[src/rtl/gsim_band_mult_if.sv]
// gsim_band_mult_if
//   Bundles the serial vector-in / serial result-out signals of the banded
//   forward operator so the producer and the operator share one port.
//   Signals:
//     in_en     master->slave  x_in valid (one element per cycle, index 1 first)
//     x_in      master->slave  signed Q(X_W-FRAC).FRAC solution element
//     busy      slave->master  operator is loading, computing or emitting
//     out_valid slave->master  b_out/sat carry a result row this cycle
//     b_out     slave->master  rounded, saturated signed integer row value
//     sat       slave->master  b_out was clipped to the B_W-bit range
interface gsim_band_mult_if #(
  parameter int X_W = 32,
  parameter int B_W = 16
);
  logic                  in_en;
  logic signed [X_W-1:0] x_in;
  logic                  busy;
  logic                  out_valid;
  logic signed [B_W-1:0] b_out;
  logic                  sat;

  modport master (
    output in_en, x_in,
    input  busy, out_valid, b_out, sat
  );

  modport slave (
    input  in_en, x_in,
    output busy, out_valid, b_out, sat
  );
endinterface

[src/rtl/gsim_band_mult.sv]
// gsim_band_mult
//   Forward operator b = A*x for the fixed 7-diagonal symmetric band matrix
//   (diagonal 20, +-1: -13, +-2: 6, +-3: -1) used by the banded Gauss-Seidel
//   solver. A vector of N Q16.16 words is loaded serially, one row per cycle
//   is then computed into a result buffer, and finally the N rows are
//   streamed out as rounded, saturated B_W-bit integers.
//   Ports:
//     clk    rising-edge clock
//     reset  asynchronous active-high reset, clears every register
//     bus    gsim_band_mult_if.slave (in_en, x_in, busy, out_valid, b_out, sat)
module gsim_band_mult #(
  parameter int N    = 16,
  parameter int X_W  = 32,
  parameter int FRAC = 16,
  parameter int B_W  = 16
) (
  input logic              clk,
  input logic              reset,
  gsim_band_mult_if.slave  bus
);

  localparam int ACC_W = 40;
  localparam int IDX_W = $clog2(N);
  localparam int CNT_W = $clog2(N + 1);

  localparam logic signed [ACC_W-1:0] C_DIAG = ACC_W'(20);
  localparam logic signed [ACC_W-1:0] C_OFF1 = ACC_W'(13);
  localparam logic signed [ACC_W-1:0] C_OFF2 = ACC_W'(6);
  localparam logic signed [ACC_W-1:0] HALF   = ACC_W'(longint'(1) << (FRAC - 1));
  localparam logic signed [ACC_W-1:0] B_MAX  = ACC_W'((longint'(1) << (B_W - 1)) - 1);
  localparam logic signed [ACC_W-1:0] B_MIN  = ~B_MAX;

  localparam logic [CNT_W-1:0] LAST_IDX = CNT_W'(N - 1);
  localparam logic [CNT_W-1:0] ALL_OUT  = CNT_W'(N);

  typedef enum logic [1:0] {IDLE, LOAD, COMPUTE, OUTPUT} state_t;

  state_t state, state_next;

  logic signed [X_W-1:0] x_mem   [N];
  logic signed [B_W-1:0] res_mem [N];
  logic [N-1:0]          sat_mem;
  logic [CNT_W-1:0]      cnt;
  logic [IDX_W-1:0]      idx;

  logic                  out_valid_q;
  logic signed [B_W-1:0] b_out_q;
  logic                  sat_q;

  logic signed [ACC_W-1:0] row_acc;
  logic signed [ACC_W-1:0] row_rnd;
  logic signed [B_W-1:0]   row_b;
  logic                    row_sat;
  int                      row_i;

  assign idx           = cnt[IDX_W-1:0];
  assign bus.busy      = (state != IDLE);
  assign bus.out_valid = out_valid_q;
  assign bus.b_out     = b_out_q;
  assign bus.sat       = sat_q;

  // Element j of x, sign-extended; rows near either end see zeros outside
  // the vector, which truncates the band instead of wrapping it.
  function automatic logic signed [ACC_W-1:0] tap(input int row, input int off);
    int j;
    j = row + off;
    if (j < 0 || j >= N) return '0;
    return ACC_W'(x_mem[j[IDX_W-1:0]]);
  endfunction

  always_ff @(posedge clk or posedge reset) begin
    if (reset) state <= IDLE;
    else       state <= state_next;
  end

  // A gap in in_en while loading abandons the vector; once the last word is
  // in, in_en is ignored until the results have been streamed out.
  always_comb begin
    state_next = state;
    case (state)
      IDLE:    if (bus.in_en) state_next = LOAD;
      LOAD: begin
        if (!bus.in_en)            state_next = IDLE;
        else if (cnt == LAST_IDX)  state_next = COMPUTE;
      end
      COMPUTE: if (cnt == LAST_IDX) state_next = OUTPUT;
      OUTPUT:  if (cnt == ALL_OUT)  state_next = IDLE;
      default: state_next = IDLE;
    endcase
  end

  // One band row per cycle. |coefficients| sum to 60, so a 40-bit
  // accumulator cannot overflow for any 32-bit input. The arithmetic shift
  // after adding one half floors, giving round-half-toward-+infinity.
  always_comb begin
    row_i   = int'(cnt);
    row_acc = C_DIAG * tap(row_i, 0)
            - C_OFF1 * (tap(row_i, -1) + tap(row_i, 1))
            + C_OFF2 * (tap(row_i, -2) + tap(row_i, 2))
            - (tap(row_i, -3) + tap(row_i, 3));
    row_rnd = (row_acc + HALF) >>> FRAC;
    row_b   = row_rnd[B_W-1:0];
    row_sat = 1'b0;
    if (row_rnd > B_MAX) begin
      row_b   = B_MAX[B_W-1:0];
      row_sat = 1'b1;
    end else if (row_rnd < B_MIN) begin
      row_b   = B_MIN[B_W-1:0];
      row_sat = 1'b1;
    end
  end

  // cnt is the element index while loading, the row index while computing,
  // and the row being presented while emitting; in OUTPUT it runs to N so
  // the extra edge can drop out_valid. b_out/sat keep their last value.
  always_ff @(posedge clk or posedge reset) begin
    if (reset) begin
      cnt         <= '0;
      out_valid_q <= 1'b0;
      b_out_q     <= '0;
      sat_q       <= 1'b0;
      sat_mem     <= '0;
      for (int i = 0; i < N; i++) begin
        x_mem[i]   <= '0;
        res_mem[i] <= '0;
      end
    end else begin
      case (state)
        IDLE: begin
          out_valid_q <= 1'b0;
          cnt         <= '0;
          if (bus.in_en) begin
            x_mem[0] <= bus.x_in;
            cnt      <= CNT_W'(1);
          end
        end
        LOAD: begin
          if (bus.in_en) begin
            x_mem[idx] <= bus.x_in;
            cnt        <= (cnt == LAST_IDX) ? '0 : cnt + 1'b1;
          end else begin
            cnt <= '0;
          end
        end
        COMPUTE: begin
          res_mem[idx] <= row_b;
          sat_mem[idx] <= row_sat;
          cnt          <= (cnt == LAST_IDX) ? '0 : cnt + 1'b1;
        end
        OUTPUT: begin
          if (cnt == ALL_OUT) begin
            out_valid_q <= 1'b0;
            cnt         <= '0;
          end else begin
            out_valid_q <= 1'b1;
            b_out_q     <= res_mem[idx];
            sat_q       <= sat_mem[idx];
            cnt         <= cnt + 1'b1;
          end
        end
        default: cnt <= '0;
      endcase
    end
  end

endmodule
[src/flat_wrapper.sv]
// flat-port wrapper written by rule: the top's interface ports become plain ports
module gsim_band_mult_flat 
#(
  parameter int N    = 16,
  parameter int X_W  = 32,
  parameter int FRAC = 16,
  parameter int B_W  = 16
)
  (clk, reset, bus_in_en, bus_x_in, bus_busy, bus_out_valid, bus_b_out, bus_sat);
  gsim_band_mult_if #(.X_W(X_W), .B_W(B_W)) bus_i ();
  input logic clk;
  input logic reset;
  input wire logic [$bits(bus_i.in_en)-1:0] bus_in_en;
  input wire logic [$bits(bus_i.x_in)-1:0] bus_x_in;
  output wire logic [$bits(bus_i.busy)-1:0] bus_busy;
  output wire logic [$bits(bus_i.out_valid)-1:0] bus_out_valid;
  output wire logic [$bits(bus_i.b_out)-1:0] bus_b_out;
  output wire logic [$bits(bus_i.sat)-1:0] bus_sat;
  assign bus_i.in_en = bus_in_en;
  assign bus_i.x_in = bus_x_in;
  assign bus_busy = bus_i.busy;
  assign bus_out_valid = bus_i.out_valid;
  assign bus_b_out = bus_i.b_out;
  assign bus_sat = bus_i.sat;
  gsim_band_mult #(.N(N), .X_W(X_W), .FRAC(FRAC), .B_W(B_W)) u_core (.clk(clk), .reset(reset), .bus(bus_i));
endmodule
[config.mk]
export PLATFORM = sky130hd
export DESIGN_NAME = gsim_band_mult_flat
export DESIGN_NICKNAME = d
export VERILOG_FILES = /design/src/rtl/gsim_band_mult_if.sv /design/src/rtl/gsim_band_mult.sv /design/src/flat_wrapper.sv
export SDC_FILE = /design/constraint.sdc
export NUM_CORES = 2
export LEC_CHECK = 0
export CORE_MARGIN = 2
export CORE_UTILIZATION = 30
export CTS_CLUSTER_SIZE = 24
export DETAILED_ROUTE_END_ITERATION = 7
export HOLD_SLACK_MARGIN = 0.03
export PLACE_DENSITY = 0.48
export SLEW_MARGIN = 20
export SYNTH_ARGS = -nofsm -noshare
export SYNTH_HDL_FRONTEND = slang
export SYNTH_SLANG_ARGS = --single-unit
[constraint.sdc]
create_clock -name clk -period 32.1 [get_ports clk]
set_input_delay 6.42 -clock clk [delete_from_list [all_inputs] [get_ports clk]]
set_output_delay 6.42 -clock clk [all_outputs]
set_load 0.02 [all_outputs]
## Yosys cells after proc, flatten, opt, wreduce, memory -nomap -nowiden

Index checks and enable logic that the tools add are counted.

| word-level totals | value |
|---|---|
| register bits after elaboration | 809 |
| input bits | 35 |
| logic and storage cells | 192 |

| operators by class | value |
|---|---|
| add/sub/neg operators | 14 |
| multipliers | 3 |
| $lt $le $gt $ge | 26 |
| equality and inequality tests | 10 |
| multiplexer cells | 76 |
| bitwise operators | 8 |
| reduce and logical (&&, ||, !) cells | 17 |

Operators with widths:

| kind | count |
|---|---|
| $bmux 32 s4 | 7 |
| $mux 40 | 14 |
| $bwmux 512 | 1 |
| $mux 32 | 16 |
| $mux 512 | 1 |
| $bwmux 256 | 1 |
| $ge 32x6->1 const B | 6 |
| $lt 32x1->1 const B | 6 |
| $add 40x40->40 | 4 |
| $demux 32 s4 | 1 |
| $mux 16 | 5 |
| $sub 40x40->40 | 2 |
| $bmux 16 s4 | 1 |
| $demux 16 s4 | 1 |
| $pmux 32 s2 | 1 |
| $add 40x17->40 const B | 1 |
| $ge 5x5->1 const B | 8 |
| $mul 3x40->39 const A | 1 |
| $mul 4x40->38 const A | 1 |
| $mul 5x40->40 const A | 1 |
| $not 4->5 | 7 |
| $gt 24x16->1 const B | 1 |
| $lt 24x16->1 const B | 1 |
| $pmux 5 s4 | 1 |
| 32 further kinds | 65 |

## Depth between registers and ports, before layout

| logic depth | value |
|---|---|
| word-level depth | 16 |
| depth in mapped cells | 63 |
| depth with buffers taken out | 56 |

## Worst setup path before layout

Ideal clock, no wire load.

| timing | value |
|---|---|
| path type | reg2reg |
| from | register u_core.cnt[1] |
| to | register u_core.res_mem[149] (netlist bit) |
| arrival | 13.070 ns |
| path slack | 18.895 ns |
| stages on the path, launching flop included | 60 |
| buffers on the path | 7 |
| clock period less this slack | 13.205 ns |
| cells stage by stage | dfrtp_1 > clkbuf_1 > clkbuf_1 > inv_1 > ha_1 > clkbuf_1 > buf_1 > mux4_2 > nor2b_1 > ha_1 > inv_1 > fa_1 > nor2b_1 > o31a_1 > nor3_1 > o211ai_1 > o211a_1 > o21a_1 > [24 not listed] > inv_1 > fa_1 > inv_1 > ha_1 > clkbuf_1 > nand2_1 > o21ai_0 > a21o_1 > o22a_1 > o21a_1 > a221o_1 > or3b_1 > a21oi_1 > nand3_2 > buf_6 > a21oi_2 > buf_4 > a21oi_1 |

| on the way | value |
|---|---|
| word-level cells in the longest chain between the ends | 16 |
| elaborated cells on any way between the ends | 89 |
| those cells by class | add/sub (13); mul (3); order compare (18); mux (40); bitwise (7); reduce/logical (8) |

RTL lines:

| element | RTL line | source |
|---|---|---|
| start: declaration | gsim_band_mult.sv:43 | `logic [CNT_W-1:0] cnt;` |
| start signal: assignment | gsim_band_mult.sv:140 | `cnt <= (cnt == LAST_IDX) ? '0 : cnt + 1'b1;` |
| start signal: assignment | gsim_band_mult.sv:148 | `cnt <= (cnt == LAST_IDX) ? '0 : cnt + 1'b1;` |
| start signal: assignment | gsim_band_mult.sv:158 | `cnt <= cnt + 1'b1;` |
| parallel branches: the longest is 15 deep, another holds $add 40x40->40 | -- |  |
| $bwmux 256 * | gsim_band_mult.sv:146 | `res_mem[idx] <= row_b;` |
| end signal: indexed assignment | gsim_band_mult.sv:146 |  |
| end: declaration | gsim_band_mult.sv:41 | `logic signed [B_W-1:0] res_mem [N];` |

Every way passes the cells marked *. The select of a mux whose other input is x is not followed.
A chain may end at the register's enable or synchronous reset.

## Final worst setup path

| timing | value |
|---|---|
| from | register u_core.cnt[1] |
| to | register u_core.res_mem[124] (netlist bit) |

Same word-level chain as after synthesis.

==> impl_metrics.toml <==
[die]
io_pins = 54
fp.dieH_um = 477.4
die-area_sq_um = 227900
core-area_sq_um = 222500
initial_utilization_pct = 30.21
die_w_um = 477.4
rows = 173

[sta]
slew-limit-headroom_pct = 19.22
post-route-period-util_pct = 51.62
finalHoldViolCount = 0
setup_viol = 0
setup_tns_ns = 0
fin_skew_ns = 0.07153
worstMarginPinSlew_ns = 1.210
max_freq_ghz = 0.06035
slew_violations = 0
hold_ws_ns = 0.4778
rsz0062_at_grt = "no"
layout_min_cycle_time_ns = 16.57

[layout]
finalInstanceArea_sq_um = 74600
seq_area_sq_um = 20260
fill_cells = 22200
drive_above_1_share_pct = 29.62
fin_nets = 6078
syn2layout_area_growth_pct = 10.97
multi_input_area_sq_um = 43860

[worst_hold_path]
min_path_type = "register to register"

[synthesis]
synth-seq-cells = 809
syn_area_sq_um = 67230
synth_area_per_cell_sq_um = 12.02
synth_compound_area_share_pct = 8.533
synth_area_leaders = "dfrtp_1 (30%), mux4_2 (25%), mux2_2 (8.9%)"
synth_xor_area_share_pct = 2.003
muxShareOfSynthArea_pct = 34.51
yosys.area.top_type = "dfrtp_1"
ys_seq_area_share_pct = 30.11
yosys_warnings = 0
syn_nets = 6218
ys_types = 75
synth_top_area_share_pct = 30.11
synth-main-ff-cell = "dfrtp_1"
async_flop_share_pct = 100.0
postSynthCellCount = 5594
synth_top_family_by_area = "multiplexers"
synthAdderAreaFrac_pct = 12.97
yosys.area_share.simple_pct = 6.642
synth-edff-count = 0

[setup_path]
cp.buffers_inverters = 8
worstSetupEndpointType = "register"
crit_path_start_kind = "register"
critPathSlowestCell = "a21oi_2"
critPathKind = "register to register"
critPathRequiredTime_ns = 32.67
critPathTopFamily = "compound AO/OA/AOI/OAI gates"
cpPeakStageDelay_ns = 0.99
cp.arrival_ns = 17.14
crit_fanout = 74

[routing]
drtIter0Drc = 3740
firstDrtPassIters = 7
vias_per_cell = 5.573
drc = 0
ant_nets = 0
vias = 47450
wl_per_cell_um = 26.16
finalWirelength_mm = 222.8

[clocking]
clock_path_buffers = 3
htree_num_levels = 3
numCtsBuffers = 99
cts-root-buf = "clkbuf_16"
cts_tree = "built"
post-cts-setup-buffers = 0
clk_latency_ns = 0.79
cts_sinks = 809
post_cts_resized = 0
clkTransAtPathRegs_ns = 0.06
holdBufCountCts = 0

[grt]
antenna_found_initial = 13
grt-ovfl-total = 0
grtUsageTotal_pct = 19.47
grt_max_degree = 129
grt_pass1_wl_mm = 332.9
first_global_vias = 47880

[status]
outcome = "complete, no violations"

[place]
place.gp.congestion = 0.8972
hpwl_mm = 149.0
dpl_cell_area_sq_um = 71040
port_buffers = 53

[job]
drv_cap = 0
[Yosys cell counts (12+ instances only)]
library cell	number
nor2_1	358
o21a_1	19
a21o_1	62
o211ai_1	12
nor2b_1	177
nand2b_1	23
nand4_1	15
dfrtp_1	809
nand3_1	47
o21ai_1	27
a211oi_1	132
mux2_2	530
nor3_1	21
buf_6	16
a311oi_1	32
o21ai_0	105
a21oi_1	372
a31oi_1	13
nand2_1	177
o21bai_1	26
and3_1	15
inv_1	499
and2_1	73
mux2i_1	44
xnor2_1	91
fa_1	180
ha_1	409
a21oi_2	22
buf_2	16
mux4_2	745
xor2_1	60
clkbuf_1	246
buf_1	108
[sequential cells by signal (all words and copies together), names as in the netlist, named ones only]
signal,cells
u_core.sat_mem,16
u_core.cnt,5
u_core.state,1
u_core.bus.sat,1
u_core.x_mem,512
u_core.bus.b_out,16
u_core.res_mem,256
u_core.bus.out_valid,1
[worst register-to-register path, delay by kind of cell (launching register included)]
kind                       cells  cell delay [ns]
and+or+nand+nor               13             3.40
muxes                          2             0.97
AOI/OAI and AO/OA             15             4.27
DFF                            1             0.76
adders and majority gates      9             3.75
xor gates and xnor gates       2             0.39
buffers and inverters          8             2.81
[metal layers]
layer  vias up  track usage (%)  wire length [um]
li1      20450                -                 -
met1     25070            25.90             94710
met2      1567            31.72            105700
met3       360            3.239             12810
met4         8            7.418              9452
met5         -                0                50
[cell type report]
class                           instances  area share [%]
Antenna cell                            2        0.006709
Clock buffer                          138           3.772
Clock inverter                         46          0.9493
Inverter                              499           2.521
Multi-Input combinational cell       3895           58.80
Sequential cell                       809           27.16
Tap cell                             2975           4.990
Timing Repair Buffer                  150           1.806
[per-stage QoR]
step / worst slack, ns / instances / util [%]
after CTS: 15.45 / 8511 / 33.51
after global routing: 14.38 / 8512 / 33.52
after global placement: 15.69 / 8326 / 31.90
after detailed placement: 15.53 / 8327 / 31.92
after floorplan: 2.959 / 5594 / -
final: 15.53 / 8514 / 33.53
[placed cells by master (no fill, tap or decap), types with 26 or more instances in the layout]
master	netlist	layout
a211oi_1	132	132
a21o_1	62	62
a21oi_1	372	369
a311oi_1	32	32
and2_1	73	72
buf_4	4	88
clkbuf_16	0	99
clkdlybuf4s50_1	0	53
dfrtp_1	809	805
fa_1	180	180
ha_1	409	407
inv_1	499	497
mux2_2	530	530
mux2i_1	44	44
mux4_2	745	745
nand2_1	177	175
nand3_1	47	47
nor2_1	358	335
nor2b_1	177	177
o21ai_0	105	104
o21bai_1	26	26
xnor2_1	91	88
xor2_1	60	54
[cell families after synthesis]
logic type,count (synthesis)
muxes,1320
xor gates and xnor gates,152
AOI/OAI and AO/OA,898
adders and majority gates,589
and+or+nand+nor,936
buffers and inverters,890
DFF,809
[worst paths after layout]
| path | start | to | slack, ns | cells past startpoint |
|---|---|---|---|---|
| min in group asynchronous | reset | u_core.x_mem[438] | 6.17 | 2 |
| max | u_core.cnt[1] | u_core.res_mem[124] | 15.53 | 49 |
| min reg2reg | u_core.res_mem[239] | u_core.res_mem[239] | 0.48 | 2 |
| min | u_core.res_mem[239] | u_core.res_mem[239] | 0.48 | 2 |
| max reg2reg | u_core.cnt[1] | u_core.res_mem[124] | 15.53 | 49 |
| max in group asynchronous | reset | u_core.res_mem[196] | 23.06 | 5 |
Power is not shown: default switching activity piles up to over one toggle a cycle in this logic, so the estimate is an artifact.
